[config.mk]
export PLATFORM = sky130hd
export DESIGN_NAME = mem_refill_ctrl_flat
export DESIGN_NICKNAME = d
export VERILOG_FILES = /design/src/rtl/cache_pkg.sv /design/src/rtl/mem_refill_ctrl_if.sv /design/src/rtl/wr_buffer.sv /design/src/rtl/mem_refill_ctrl.sv /design/src/flat_wrapper.sv
export SDC_FILE = /design/constraint.sdc
export NUM_CORES = 1
export LEC_CHECK = 0
export ABC_AREA = 0
export CAP_MARGIN = 25
export CORE_MARGIN = 2
export CORE_UTILIZATION = 33
export DETAILED_ROUTE_END_ITERATION = 6
export GPL_TIMING_DRIVEN = 0
export MAX_ROUTING_LAYER = met4
export SLEW_MARGIN = 5
export SYNTH_ARGS = -nofsm -noshare
export SYNTH_HDL_FRONTEND = slang
export SYNTH_HIERARCHICAL = 1
export SYNTH_SLANG_ARGS = --single-unit
[constraint.sdc]
create_clock -name clk -period 5.95 [get_ports clk]
set_input_delay 1.19 -clock clk [delete_from_list [all_inputs] [get_ports clk]]
set_output_delay 1.19 -clock clk [all_outputs]
set_load 0.03 [all_outputs]
[src/rtl/cache_pkg.sv]
`default_nettype none
// ============================================================================
// Module      : cache_pkg
// Description : Shared types and defaults for the cache refill controller.
// Revision    : 1.0 - initial release
// ============================================================================
package cache_pkg;

   localparam int ADDR_WIDTH         = 32;
   localparam int DATA_WIDTH_DEFAULT = 32;
   localparam int WB_DEPTH_DEFAULT   = 2;

   // Miss-handling controller states
   typedef enum logic [2:0] {
      IDLE    = 3'd0,
      DRAIN   = 3'd1,
      RD_REQ  = 3'd2,
      RD_WAIT = 3'd3,
      REFILL  = 3'd4
   } state_t;

endpackage : cache_pkg
`default_nettype wire

[src/rtl/mem_refill_ctrl_if.sv]
`default_nettype none
// ============================================================================
// Module      : mem_refill_ctrl_if
// Description : CPU, cache-refill and main-memory signal bundle for the
//               refill controller. The controller uses the slave view; the
//               CPU/cache/memory environment uses the master view.
// Revision    : 1.0 - initial release
// ============================================================================
interface mem_refill_ctrl_if #(
   parameter int DATA_WIDTH = 32
);
   // CPU side
   logic                  cpu_req;
   logic                  cpu_we;
   logic [31:0]           cpu_addr;
   logic [DATA_WIDTH-1:0] cpu_wdata;
   logic                  cache_hit;
   logic                  stall;
   // Cache line write port
   logic                  refill_we;
   logic [31:0]           refill_addr;
   logic [DATA_WIDTH-1:0] refill_data;
   // Main-memory request / response
   logic                  mem_req;
   logic                  mem_we;
   logic [31:0]           mem_addr;
   logic [DATA_WIDTH-1:0] mem_wdata;
   logic                  mem_gnt;
   logic                  mem_rvalid;
   logic [DATA_WIDTH-1:0] mem_rdata;

   modport slave (
      input  cpu_req, cpu_we, cpu_addr, cpu_wdata, cache_hit,
      input  mem_gnt, mem_rvalid, mem_rdata,
      output stall, refill_we, refill_addr, refill_data,
      output mem_req, mem_we, mem_addr, mem_wdata
   );

   modport master (
      output cpu_req, cpu_we, cpu_addr, cpu_wdata, cache_hit,
      output mem_gnt, mem_rvalid, mem_rdata,
      input  stall, refill_we, refill_addr, refill_data,
      input  mem_req, mem_we, mem_addr, mem_wdata
   );

endinterface : mem_refill_ctrl_if
`default_nettype wire

[src/rtl/wr_buffer.sv]
`default_nettype none
// ============================================================================
// Module      : wr_buffer
// Description : Small FIFO of pending {address, data} store entries. Head
//               entry is presented combinationally; a push is ignored when
//               full and a pop is ignored when empty.
// Revision    : 1.0 - initial release
// ============================================================================
module wr_buffer
   import cache_pkg::*;
#(
   parameter int DATA_WIDTH = DATA_WIDTH_DEFAULT,
   parameter int DEPTH      = WB_DEPTH_DEFAULT
) (
   input  wire logic                  clk,
   input  wire logic                  rst,
   input  wire logic                  push,
   input  wire logic [ADDR_WIDTH-1:0] push_addr,
   input  wire logic [DATA_WIDTH-1:0] push_data,
   input  wire logic                  pop,
   output logic                       full,
   output logic                       empty,
   output logic [ADDR_WIDTH-1:0]      head_addr,
   output logic [DATA_WIDTH-1:0]      head_data
);

   localparam int PTR_W = (DEPTH > 1) ? $clog2(DEPTH) : 1;
   localparam int DEPTH_CNT = DEPTH;
   localparam logic [PTR_W:0] FULL_CNT = DEPTH_CNT[PTR_W:0];

   logic [ADDR_WIDTH-1:0] addr_mem [DEPTH];
   logic [DATA_WIDTH-1:0] data_mem [DEPTH];
   logic [PTR_W-1:0]      wr_ptr;
   logic [PTR_W-1:0]      rd_ptr;
   logic [PTR_W:0]        count;
   logic                  do_push;
   logic                  do_pop;

   assign full      = (count == FULL_CNT);
   assign empty     = (count == '0);
   assign do_push   = push & ~full;
   assign do_pop    = pop & ~empty;
   assign head_addr = addr_mem[rd_ptr];
   assign head_data = data_mem[rd_ptr];

   // Pointers wrap naturally because DEPTH is a power of two
   always_ff @(posedge clk or posedge rst) begin
      if (rst) begin
         wr_ptr <= '0;
         rd_ptr <= '0;
         count  <= '0;
      end else begin
         if (do_push) wr_ptr <= wr_ptr + PTR_W'(1);
         if (do_pop)  rd_ptr <= rd_ptr + PTR_W'(1);
         case ({do_push, do_pop})
            2'b10:   count <= count + 1'b1;
            2'b01:   count <= count - 1'b1;
            default: count <= count;
         endcase
      end
   end

   // Entry storage needs no reset: occupancy alone decides validity
   always_ff @(posedge clk) begin
      if (do_push) begin
         addr_mem[wr_ptr] <= push_addr;
         data_mem[wr_ptr] <= push_data;
      end
   end

endmodule : wr_buffer
`default_nettype wire

[src/rtl/mem_refill_ctrl.sv]
`default_nettype none
// ============================================================================
// Module      : mem_refill_ctrl
// Description : Direct-mapped cache miss handler with a write-through,
//               no-allocate write buffer. Load misses stall the CPU, drain
//               older stores first, fetch one word and refill the cache.
// Revision    : 1.0 - initial release
// ============================================================================
module mem_refill_ctrl
   import cache_pkg::*;
#(
   parameter int DATA_WIDTH = DATA_WIDTH_DEFAULT,
   parameter int WB_DEPTH   = WB_DEPTH_DEFAULT
) (
   input  wire logic        clk,
   input  wire logic        rst,
   mem_refill_ctrl_if.slave bus
);

   state_t                  state;
   state_t                  state_nxt;
   logic [ADDR_WIDTH-1:0]   miss_addr;
   logic [DATA_WIDTH-1:0]   refill_data_q;
   logic                    latch_miss;
   logic                    wb_push;
   logic                    wb_pop;
   logic                    wb_full;
   logic                    wb_empty;
   logic [ADDR_WIDTH-1:0]   wb_head_addr;
   logic [DATA_WIDTH-1:0]   wb_head_data;
   logic                    drain_active;
   logic                    stall;
   logic                    mem_req;
   logic                    mem_we;
   logic [ADDR_WIDTH-1:0]   mem_addr;
   logic [DATA_WIDTH-1:0]   mem_wdata;

   // Stores are only accepted while the pipeline is running (IDLE); a store
   // that finds the buffer full is held off by stall and pushes once it clears
   assign wb_push = (state == IDLE) & bus.cpu_req & bus.cpu_we & ~wb_full & ~rst;

   // The memory port belongs to the buffer except while a read is in flight
   assign drain_active = ~wb_empty & (state != RD_REQ) & (state != RD_WAIT);
   assign wb_pop       = drain_active & bus.mem_gnt;

   wr_buffer #(
      .DATA_WIDTH (DATA_WIDTH),
      .DEPTH      (WB_DEPTH)
   ) u_wr_buffer (
      .clk       (clk),
      .rst       (rst),
      .push      (wb_push),
      .push_addr (bus.cpu_addr),
      .push_data (bus.cpu_wdata),
      .pop       (wb_pop),
      .full      (wb_full),
      .empty     (wb_empty),
      .head_addr (wb_head_addr),
      .head_data (wb_head_data)
   );

   // State register and miss bookkeeping; reset drops any transaction
   always_ff @(posedge clk or posedge rst) begin
      if (rst) begin
         state         <= IDLE;
         miss_addr     <= '0;
         refill_data_q <= '0;
      end else begin
         state <= state_nxt;
         if (latch_miss) miss_addr <= bus.cpu_addr;
         if ((state == RD_WAIT) && bus.mem_rvalid) refill_data_q <= bus.mem_rdata;
      end
   end

   // Next state, stall and memory request mux
   always_comb begin
      state_nxt  = state;
      stall      = 1'b0;
      latch_miss = 1'b0;
      mem_req    = 1'b0;
      mem_we     = 1'b0;
      mem_addr   = '0;
      mem_wdata  = '0;

      case (state)
         IDLE: begin
            if (bus.cpu_req) begin
               if (bus.cpu_we) begin
                  stall = wb_full;
               end else if (!bus.cache_hit) begin
                  stall      = 1'b1;
                  latch_miss = 1'b1;
                  state_nxt  = wb_empty ? RD_REQ : DRAIN;
               end
            end
         end
         DRAIN: begin
            stall = 1'b1;
            if (wb_empty) state_nxt = RD_REQ;
         end
         RD_REQ: begin
            stall    = 1'b1;
            mem_req  = 1'b1;
            mem_addr = miss_addr;
            if (bus.mem_gnt) state_nxt = RD_WAIT;
         end
         RD_WAIT: begin
            stall = 1'b1;
            if (bus.mem_rvalid) state_nxt = REFILL;
         end
         REFILL: begin
            stall     = 1'b1;
            state_nxt = IDLE;
         end
         default: begin
            state_nxt = IDLE;
         end
      endcase

      // Head entry stays on the bus until granted, keeping the request stable
      if (drain_active) begin
         mem_req   = 1'b1;
         mem_we    = 1'b1;
         mem_addr  = wb_head_addr;
         mem_wdata = wb_head_data;
      end

      // Stall is partly combinational from CPU inputs, so mask it in reset
      if (rst) stall = 1'b0;
   end

   assign bus.stall       = stall;
   assign bus.refill_we   = (state == REFILL);
   assign bus.refill_addr = miss_addr;
   assign bus.refill_data = refill_data_q;
   assign bus.mem_req     = mem_req;
   assign bus.mem_we      = mem_we;
   assign bus.mem_addr    = mem_addr;
   assign bus.mem_wdata   = mem_wdata;

endmodule : mem_refill_ctrl
`default_nettype wire

[src/flat_wrapper.sv]
// flat-port wrapper written by rule: the top's interface ports become plain ports
module mem_refill_ctrl_flat import cache_pkg::*;
#(
   parameter int DATA_WIDTH = DATA_WIDTH_DEFAULT,
   parameter int WB_DEPTH   = WB_DEPTH_DEFAULT
)
  (clk, rst, bus_cpu_req, bus_cpu_we, bus_cpu_addr, bus_cpu_wdata, bus_cache_hit, bus_mem_gnt, bus_mem_rvalid, bus_mem_rdata, bus_stall, bus_refill_we, bus_refill_addr, bus_refill_data, bus_mem_req, bus_mem_we, bus_mem_addr, bus_mem_wdata);
  mem_refill_ctrl_if #(.DATA_WIDTH(DATA_WIDTH)) bus_i ();
  input  wire logic clk;
  input  wire logic rst;
  input wire logic [$bits(bus_i.cpu_req)-1:0] bus_cpu_req;
  input wire logic [$bits(bus_i.cpu_we)-1:0] bus_cpu_we;
  input wire logic [$bits(bus_i.cpu_addr)-1:0] bus_cpu_addr;
  input wire logic [$bits(bus_i.cpu_wdata)-1:0] bus_cpu_wdata;
  input wire logic [$bits(bus_i.cache_hit)-1:0] bus_cache_hit;
  input wire logic [$bits(bus_i.mem_gnt)-1:0] bus_mem_gnt;
  input wire logic [$bits(bus_i.mem_rvalid)-1:0] bus_mem_rvalid;
  input wire logic [$bits(bus_i.mem_rdata)-1:0] bus_mem_rdata;
  output wire logic [$bits(bus_i.stall)-1:0] bus_stall;
  output wire logic [$bits(bus_i.refill_we)-1:0] bus_refill_we;
  output wire logic [$bits(bus_i.refill_addr)-1:0] bus_refill_addr;
  output wire logic [$bits(bus_i.refill_data)-1:0] bus_refill_data;
  output wire logic [$bits(bus_i.mem_req)-1:0] bus_mem_req;
  output wire logic [$bits(bus_i.mem_we)-1:0] bus_mem_we;
  output wire logic [$bits(bus_i.mem_addr)-1:0] bus_mem_addr;
  output wire logic [$bits(bus_i.mem_wdata)-1:0] bus_mem_wdata;
  assign bus_i.cpu_req = bus_cpu_req;
  assign bus_i.cpu_we = bus_cpu_we;
  assign bus_i.cpu_addr = bus_cpu_addr;
  assign bus_i.cpu_wdata = bus_cpu_wdata;
  assign bus_i.cache_hit = bus_cache_hit;
  assign bus_i.mem_gnt = bus_mem_gnt;
  assign bus_i.mem_rvalid = bus_mem_rvalid;
  assign bus_i.mem_rdata = bus_mem_rdata;
  assign bus_stall = bus_i.stall;
  assign bus_refill_we = bus_i.refill_we;
  assign bus_refill_addr = bus_i.refill_addr;
  assign bus_refill_data = bus_i.refill_data;
  assign bus_mem_req = bus_i.mem_req;
  assign bus_mem_we = bus_i.mem_we;
  assign bus_mem_addr = bus_i.mem_addr;
  assign bus_mem_wdata = bus_i.mem_wdata;
  mem_refill_ctrl #(.DATA_WIDTH(DATA_WIDTH), .WB_DEPTH(WB_DEPTH)) u_core (.clk(clk), .rst(rst), .bus(bus_i));
endmodule
==> flow_metrics.tcl, run 1 <==
set metrics [dict create \
    status "finished clean" \
    clk_pin_slew_ns 0.07 \
    diodes 0 \
    synth_flop_cell "edfxtp_1" \
    power.density_nw_per_um2 545 \
    peakVddDrop_mv 0.345 \
    ios 235 \
    path_class "primary input to output port" \
    core_sq_um 25200 \
    finalPower_uw 6470 \
    layout.area.seq_sq_um 5620 \
    rsz0062_at_grt "false" \
    fin_hold_ws_ns 0.517 \
    wl_met2_microns 9530 \
    fp.dieW_microns 164 \
    grt_pass1_wl_microns 29800 \
    finalSetupViolations 0 \
    cp.arrival_ns 2.86 \
    finish.instance_area_sq_um 11900 \
    synth_edf_count 128 \
    wl_met1_microns 8340 \
    power_leakage_uw 0.00471 \
    grt_max_degree 46 \
    die_h_microns 164 \
    routed-wl-met3_microns 1420 \
    dp_slack_ns 1.89 \
    layout_min_cycle_time_ns 4.05 \
    holdBufCountCts 0 \
    period_share 0.680 \
    fmax_mhz 247 \
    critPathCaptureType "output port" \
    grt-ovfl-total 0 \
    htree_num_levels 4 \
    clock_path_buffers 2 \
    synth_area_per_cell_sq_um 18.4 \
    nets 820 \
    relSlewSlack 0.630 \
    place_hpwl_microns 13900 \
    numPortBuffers 234 \
    netlist_area_sq_um 8450 \
    wire_per_inst_microns 18.4 \
    drt-initial-drc-count 179 \
    cts_tree "yes" \
    via_per_inst 4.60 \
    synth_fp_nets 563 \
    cts_root_buffer "clkbuf_16" \
    worst_pin_slew_ns 0.554 \
    antenna_left 0 \
    grt_usage 0.151 \
    slew_violations 0 \
    row_count 58 \
    clock_sinks 199 \
    start_util 0.335 \
    hold_path.class "flop to flop" \
    dr.pass1.iters 4 \
    post_cts_buffers 0 \
    hold_violations 0 \
    cts_buffers 17 \
    grt_antenna_before_repair 0 \
    wirelength_microns 19500 \
    cts_resized 0 \
    worst_skew_pair.late_latency_ns 0.43 \
    critPathMaxFanout 4 \
    yosys.cell_types.count 35 \
    vias 4874 \
    dr.max_layer_used "met4" \
    cp-start-kind "primary input" \
    ys_seq_area_frac 0.665 \
    ys_seq_elements 199 \
    first_global_vias 5306 \
    fin_setup_tns_ns 0 \
    place.gp.congestion 0.735 \
    ys_warn_count 6 \
    multiInputGateArea_sq_um 2610 \
    syn_inst 459 \
    async_flop_share 0.357 \
    layout_setup_ws_ns 1.90 \
    die_area_sq_um 26900 \
    placed_area_sq_um 11300 \
    fin_skew_ns 0.00887 \
    cp_data_required_time_ns 4.76 \
    maxCapViolCount 0 \
    fillerInstances 2173 \
    post-route-drc-count 0 \
    drive_gt1_frac 0.267 \
    area_delta_synth_final_pct 40.4 \
]
-- cells by family after synthesis --
group                    count (synthesis)  share of synthesized area
AND/OR/NAND/NOR                         56                     0.0425
flip-flops                             199                      0.665
AO/OA/AOI/OAI                           38                     0.0385
buffers and inverters                   31                     0.0272
multiplexers                           129                      0.220
XOR/XNOR                                 5                    0.00518
adder cells (fa/ha/maj)                  1                    0.00148
-- sequential cells by signal, indices dropped and copies added (netlist names) --
| name | count |
|---|---|
| u_core/u_wr_buffer/rd_ptr | 1 |
| u_core/u_wr_buffer/data_mem | 64 |
| u_core/u_wr_buffer/addr_mem | 64 |
| u_core/u_wr_buffer/wr_ptr | 1 |
| u_core/bus.refill_addr | 32 |
| u_core/u_wr_buffer/count | 2 |
| u_core/bus.refill_data | 32 |
| u_core/state | 3 |
-- final timing paths --
kind | from | endpoint | slack [ns] | depth (start not counted)
max reg2reg | u_core/u_wr_buffer/count[0]$_DFFE_PP0P_ | u_core/u_wr_buffer/count[1]$_DFFE_PP0P_ | 3.45 | 9
min reg2reg | u_core/bus.refill_data[30]$_DFFE_PP0P_ | u_core/bus.refill_data[30]$_DFFE_PP0P_ | 0.52 | 1
min in group asynchronous | rst | u_core/u_wr_buffer/wr_ptr$_DFFE_PP0P_ | 1.10 | 2
max | bus_cpu_req | bus_stall | 1.90 | 4
min | u_core/bus.refill_data[30]$_DFFE_PP0P_ | u_core/bus.refill_data[30]$_DFFE_PP0P_ | 0.52 | 1
max in group asynchronous | rst | u_core/bus.refill_addr[13]$_DFFE_PP0P_ | 4.18 | 3
-- power breakdown --
part | leakage [uW] | internal (uW) | switching (uW) | total (uW)
logic | 0.00243 | 1640 | 1770 | 3410
clock network | 0.000267 | 564 | 538 | 1100
registers | 0.00202 | 1760 | 195 | 1960
total | 0.00471 | 3960 | 2500 | 6470
-- layer usage --
layer / up-vias / track usage
met5: - / -
met4: 0 / 0.0399
met3: 11 / 0.0470
met2: 166 / 0.246
met1: 2461 / 0.184
li1: 2236 / -
-- synthesized netlist by cell type (2+ instances only) --
| master | number | area share |
|---|---|---|
| a22o_1 | 32 | 0.033 |
| and2_1 | 34 | 0.025 |
| buf_2 | 5 | 0.0030 |
| buf_4 | 2 | 0.0018 |
| buf_6 | 13 | 0.017 |
| clkbuf_1 | 4 | 0.0018 |
| clkbuf_2 | 2 | 0.0012 |
| dfrtp_1 | 71 | 0.21 |
| edfxtp_1 | 128 | 0.45 |
| inv_1 | 4 | 0.0018 |
| mux2_2 | 20 | 0.027 |
| mux2_4 | 108 | 0.19 |
| nand2b_1 | 3 | 0.0022 |
| nand3_1 | 2 | 0.0012 |
| nor2_1 | 6 | 0.0027 |
| o211ai_1 | 2 | 0.0018 |
| or2_2 | 2 | 0.0015 |
| xnor2_1 | 3 | 0.0031 |
| xor2_1 | 2 | 0.0021 |
-- placed cells by master, fill, tap and decap left out, types with 3 or more instances in the layout --
master | netlist | final
a22o_1 | 32 | 32
and2_1 | 34 | 34
buf_12 | 0 | 3
buf_2 | 5 | 5
buf_6 | 13 | 13
clkbuf_1 | 4 | 6
clkbuf_16 | 0 | 17
clkdlybuf4s50_1 | 0 | 234
clkinvlp_4 | 0 | 3
dfrtp_1 | 71 | 71
edfxtp_1 | 128 | 128
inv_1 | 4 | 3
inv_8 | 0 | 5
mux2_2 | 20 | 20
mux2_4 | 108 | 108
nand2b_1 | 3 | 3
nor2_1 | 6 | 5
xnor2_1 | 3 | 3
-- final cells by class --
cell class                 count  share of cell area
sequential                   199               0.474
multi-input combinational    229               0.220
timing repair buffer         238               0.205
clock buffer                  20              0.0377
tap                          330              0.0348
buffer                        26              0.0178
clock inverter                12             0.00939
inverter                       5             0.00179
-- worst max-delay path, stage by stage --
cell and delay, ns:
clkdlybuf4s50_1 0.59, a311oi_1 0.13, a211oi_1 0.22, clkdlybuf4s50_1 0.73
-- metrics by stage --
step,utilization,instances
CTS,0.471,1059
finish,0.471,1059
floorplan,-,459
global placement,0.445,1023
global route,0.471,1059
detailed placement,0.449,1027
Power figures use the tool's default switching activity.
==> inputs of run 2 (changes only) <==
==> constraint.sdc (replaced) <==
create_clock -name clk -period 3.47 [get_ports clk]
set_input_delay 0.694 -clock clk [delete_from_list [all_inputs] [get_ports clk]]
set_output_delay 0.694 -clock clk [all_outputs]
set_load 0.03 [all_outputs]
==> run 2 against run 1 <==
Net effect:
- global-route usage rose by 0.070 points
- total power increased by 72%
- via count fell by 1.0%
- sequential power up 71%
- clock power grew 75%
- worst hold slack about the same
- routed wire length shrank 0.17%
- critical path depth is 2 higher
- sequential cell count stayed put
- die area stayed put
- register-to-register slack got worse by 2.7 ns
- core utilization rose by 0.22 points
- critical endpoint is now bus_mem_addr[30]
- largest cell class unchanged
- largest power group unchanged
==> flow_metrics.tcl, run 2 (synthesis results as in run 1) <==
set metrics [dict create \
    status "finished clean" \
    die_h_microns 164 \
    final_cell_mix "clkdlybuf4s50_1 (225), edfxtp_1 (128), mux2_4 (108)" \
    antenna_left 0 \
    grt-ovfl-total 0 \
    dp_slack_ns 0.127 \
    layout_min_cycle_time_ns 3.38 \
    place_hpwl_microns 13900 \
    fin_hold_ws_ns 0.517 \
    rsz0062_at_grt "false" \
    hold_path.class "flop to flop" \
    via_per_inst 4.56 \
    area_delta_synth_final_pct 41.1 \
    grt_pass1_wl_microns 30000 \
    use_met2 0.246 \
    met1_usage 0.184 \
    clock_sinks 199 \
    relSlewSlack 0.438 \
    grt_usage 0.152 \
    power_leakage_uw 0.00485 \
    power.density_nw_per_um2 933 \
    finalPower_uw 11100 \
    place.gp.congestion 0.747 \
    wirelength_microns 19400 \
    drt-initial-drc-count 192 \
    dp_cells 1027 \
    nets 820 \
    vias 4824 \
    cp-start-kind "flop" \
    critPathMaxFanout 10 \
    hold_violations 0 \
    ios 235 \
    critPathCaptureType "output port" \
    cts_tree "yes" \
    core_sq_um 25200 \
    grt.busiest_layer "met2" \
    numPortBuffers 234 \
    layout_commonest_cell "clkdlybuf4s50_1" \
    instances_no_fill 1059 \
    fmax_mhz 296 \
    worstPathCellList "nor2_1, a21oi_4, buf_4, buf_2, a22o_1, clkdlybuf4s50_1" \
    fp.dieW_microns 164 \
    diodes 0 \
    start_util 0.335 \
    period_share 0.974 \
    grt_max_degree 52 \
    cts_buffers 17 \
    fin_skew_ns 0.00741 \
    cpMaxStageDelayCell "clkdlybuf4s50_1" \
    peakVddDrop_mv 0.508 \
    wire_per_inst_microns 18.3 \
    max_stage_delay_ns 0.59 \
    row_count 58 \
    worst_skew_pair.late_latency_ns 0.42 \
    post_cts_buffers 0 \
    cp_data_required_time_ns 2.78 \
    grt_antenna_before_repair 0 \
    drive_gt1_frac 0.273 \
    dr.pass1.iters 4 \
    gr-usage-met3 0.0500 \
    clk_pin_slew_ns 0.07 \
    path_class "flop to output port" \
    worst_pin_slew_ns 0.841 \
    cp.arrival_ns 2.68 \
    htree_num_levels 4 \
    layout_setup_ws_ns 0.0918 \
    maxCapViolCount 0 \
    finalSetupViolations 0 \
    clock_path_buffers 2 \
    slew_violations 0 \
    die_area_sq_um 26900 \
    post-route-drc-count 0 \
    reg_top3 "u_core/u_wr_buffer/addr_mem (64), u_core/u_wr_buffer/data_mem (64)" \
    first_global_vias 5309 \
    fillerInstances 2169 \
    cts_root_buffer "clkbuf_16" \
]
==> run 2: worst max-delay path, delay by kind of cell, from the launching register on <==
kind	cells	cell delay, ns
simple gates	1	0.43
flops	1	0.44
buf+inv	3	1.02
compound gates	2	0.37
==> run 2: where the power goes <==
part | internal, uW | total, uW | switching [uW]
sequential | 3020 | 3360 | 338
combinational | 2810 | 5840 | 3030
clock | 979 | 1930 | 950
==> run 2: worst paths after layout <==
check / start / to / slack (ns) / depth (start not counted)
setup / recovery: u_core/u_wr_buffer/count[0]$_DFFE_PP0P_ / bus_mem_addr[30] / 0.09 / 6
hold / removal: u_core/bus.refill_data[23]$_DFFE_PP0P_ / u_core/bus.refill_data[23]$_DFFE_PP0P_ / 0.52 / 1
setup reg to reg: u_core/state[2]$_DFFE_PP0P_ / u_core/u_wr_buffer/data_mem[0][22]$_DFFE_PP_ / 0.77 / 7
hold reg to reg: u_core/bus.refill_data[23]$_DFFE_PP0P_ / u_core/bus.refill_data[23]$_DFFE_PP0P_ / 0.52 / 1
max in group asynchronous: rst / u_core/bus.refill_addr[14]$_DFFE_PP0P_ / 2.25 / 3
min in group asynchronous: rst / u_core/u_wr_buffer/wr_ptr$_DFFE_PP0P_ / 0.61 / 2
==> run 2: routing by layer <==
| metal | wire length [microns] | vias to the layer above |
|---|---|---|
| met1 | 8090 | 2379 |
| li1 | - | 2233 |
| met5 | 0 | - |
| met3 | 1650 | 21 |
| met4 | 265 | 0 |
| met2 | 9430 | 191 |
==> run 2: timing repair <==
item / in CTS / in global routing
hold buffers: 0 / 0
setup endpoints to repair: 23 / 12
gates resized for setup: 3 / 13
==> run 2: stage by stage <==
step / instance area [sq um] / setup TNS, ns / util
after detailed placement: 11300 / 0 / 0.449
after global placement: 11200 / -194.98 / 0.445
after global routing: 11900 / 0 / 0.473
after floorplan: 8450 / 0 / -
final: 11900 / 0 / 0.473
after CTS: 11900 / 0 / 0.472
==> run 2: final cells by class <==
class                      count  area, sq um  area share
timing repair buffer         238         2460       0.206
buffer                        26          218      0.0183
inverter                       5         21.3     0.00178
clock buffer                  19          443      0.0372
multi-input combinational    229         2620       0.220
tap                          330          413      0.0346
sequential                   199         5620       0.472
clock inverter                13          131      0.0110
==> inputs of run 3 (changes only) <==
--- a/config.mk
+++ b/config.mk
@@ -7,12 +7,13 @@
 export LEC_CHECK = 0
 export ABC_AREA = 0
 export CAP_MARGIN = 25
+export CORE_ASPECT_RATIO = 0.6
 export CORE_MARGIN = 2
 export CORE_UTILIZATION = 33
 export DETAILED_ROUTE_END_ITERATION = 6
 export GPL_TIMING_DRIVEN = 0
 export MAX_ROUTING_LAYER = met4
-export SLEW_MARGIN = 5
+export SLEW_MARGIN = 20
 export SYNTH_ARGS = -nofsm -noshare
 export SYNTH_HDL_FRONTEND = slang
 export SYNTH_HIERARCHICAL = 1
==> run 3 against run 2 <==
Net effect:
- largest power group unchanged
- critical path type unchanged
- sequential cell count did not move
- clock skew up 0.0049 ns
- global-route usage is 0.76 points higher
- routed wire length increased by 4.8%
- first-iteration DRC count grew 23%
- sequential share of layout area decreased by 0.49 points
- core utilization increased by 0.42 points
==> flow_metrics.tcl, run 3 (synthesis results as in run 1) <==
set metrics [dict create \
    diodes 0 \
    layout_setup_ws_ns 0.136 \
    critPathCaptureType "output port" \
    place.gp.congestion 0.740 \
    htree_num_levels 4 \
    power.density_nw_per_um2 935 \
    first_global_vias 5317 \
    power_leakage_uw 0.00518 \
    finish.instance_area_sq_um 12000 \
    critPathMaxFanout 10 \
    fmax_mhz 300 \
    clk_pin_slew_ns 0.07 \
    worst_pin_slew_ns 0.512 \
    cp_data_required_time_ns 2.78 \
    relSlewSlack 0.658 \
    grt_max_degree 50 \
    cts_tree "yes" \
    cts_root_buffer "clkbuf_16" \
    area_delta_synth_final_pct 42.6 \
    holdPathEnd "u_core/u_wr_buffer/count[1]$_DFFE_PP0P_" \
    post-route-drc-count 0 \
    final_cell_mix "clkdlybuf4s50_1 (201), edfxtp_1 (128), mux2_4 (108)" \
    die_h_microns 128 \
    hold_violations 0 \
    rsz0062_at_grt "true" \
    reg_top3 "u_core/u_wr_buffer/addr_mem (64), u_core/u_wr_buffer/data_mem (64)" \
    maxCapViolCount 0 \
    core_sq_um 25200 \
    period_share 0.961 \
    grt-ovfl-total 0 \
    cts_buffers 17 \
    finalSetupViolations 0 \
    slew_violations 0 \
    layout_min_cycle_time_ns 3.33 \
    wire_per_inst_microns 19.2 \
    fin_skew_ns 0.0123 \
    hold_path.class "flop to flop" \
    grt_usage 0.160 \
    drive_gt1_frac 0.273 \
    via_per_inst 4.53 \
    fin_hold_ws_ns 0.506 \
    grt_antenna_before_repair 0 \
    ios 235 \
    layout_commonest_cell "clkdlybuf4s50_1" \
    cp-start-kind "flop" \
    cp.arrival_ns 2.64 \
    vias 4802 \
    start_util 0.335 \
    path_class "flop to output port" \
    fillerInstances 2169 \
    nets 821 \
    wirelength_microns 20400 \
    place_hpwl_microns 14600 \
    dr.pass1.iters 4 \
    peakVddDrop_mv 0.407 \
    hold_depth 1 \
    worst_skew_pair.late_latency_ns 0.43 \
    rrSetupSlack_ns 1.02 \
    numPortBuffers 234 \
    layout.area.seq_sq_um 5620 \
    drt-initial-drc-count 236 \
    r2r_cells 10 \
    timing.rr.start "u_core/u_wr_buffer/count[0]$_DFFE_PP0P_" \
    die_area_sq_um 26900 \
    antenna_left 0 \
    clock_sinks 199 \
    fin_setup_tns_ns 0 \
    holdBufCountCts 0 \
    post_cts_buffers 0 \
    min_from "u_core/u_wr_buffer/count[1]$_DFFE_PP0P_" \
    dp_slack_ns 0.252 \
    r2r-end "u_core/u_wr_buffer/count[1]$_DFFE_PP0P_" \
    row_count 45 \
    grt_pass1_wl_microns 31000 \
    placed_area_sq_um 11300 \
    finalPower_uw 11300 \
    clock_path_buffers 2 \
    multiInputGateArea_sq_um 2620 \
    fp.dieW_microns 211 \
    status "finished clean" \
]
-- run 3: changes by cell type in the layout (fill, tap and decap cells not counted), sizes merged --
cell / previous run / this run
buf: 23 / 24
bufinv: 0 / 1
clkdlybuf4s50: 225 / 201
clkbuf: 26 / 29
inv: 13 / 9
clkinv: 5 / 2
clkinvlp: 0 / 3
dlymetal6s2s: 8 / 32
-- run 3: layout make-up --
class	instances	share of cell area
Clock buffer	22	0.0421
Buffer	26	0.0182
Multi-Input combinational cell	229	0.217
Inverter	5	0.00177
Timing Repair Buffer	239	0.211
Sequential cell	199	0.467
Tap cell	329	0.0342
Clock inverter	10	0.00883
-- run 3: worst max-delay path, cell delays in order, from the launching register on --
cell and delay [ns]:
dfrtp_1 0.43, nor2_1 0.16, a21oi_4 0.26, clkbuf_1 0.45, a22o_1 0.23, clkdlybuf4s50_1 0.69
-- run 3: worst max path at each step --
stage	startpoint	end	slack, ns
floorplan	bus_cpu_req	u_core/u_wr_buffer/addr_mem[0][0]$_DFFE_PP_	0.29
global placement	bus_cpu_req	u_core/u_wr_buffer/addr_mem[0][5]$_DFFE_PP_	-1.54
detailed placement	u_core/u_wr_buffer/count[0]$_DFFE_PP0P_	bus_mem_wdata[2]	0.25
CTS	u_core/u_wr_buffer/count[0]$_DFFE_PP0P_	bus_mem_addr[26]	0.005
global route	u_core/u_wr_buffer/count[0]$_DFFE_PP0P_	bus_mem_addr[5]	-0.006
finish	u_core/u_wr_buffer/count[0]$_DFFE_PP0P_	bus_mem_addr[10]	0.14
-- run 3: metrics by stage --
step | utilization | std cells
2_1_floorplan | - | 459
3_3_place_gp | 0.444 | 1022
3_5_place_dp | 0.450 | 1027
4_1_cts | 0.474 | 1059
5_1_grt | 0.478 | 1059
6_report | 0.478 | 1059
-- run 3: what timing repair did --
action,in CTS,in global routing
resized for setup,4,35
hold endpoints to repair,0,0
setup endpoints to repair,40,43
-- run 3: routing by layer --
| metal | vias to the layer above | track usage | share of wire |
|---|---|---|---|
| li1 | 2236 | - | - |
| met1 | 2418 | 0.214 | 0.48 |
| met2 | 139 | 0.236 | 0.44 |
| met3 | 9 | 0.0537 | 0.067 |
| met4 | 0 | 0.0360 | 0.0052 |
| met5 | - | - | 0 |
-- run 3: report_power, final --
group | internal, uW | leakage, uW | switching [uW]
Clock | 1130 | 0.000295 | 884
Sequential | 3020 | 0.00202 | 320
Combinational | 2790 | 0.00287 | 3120
Total | 6940 | 0.00518 | 4320
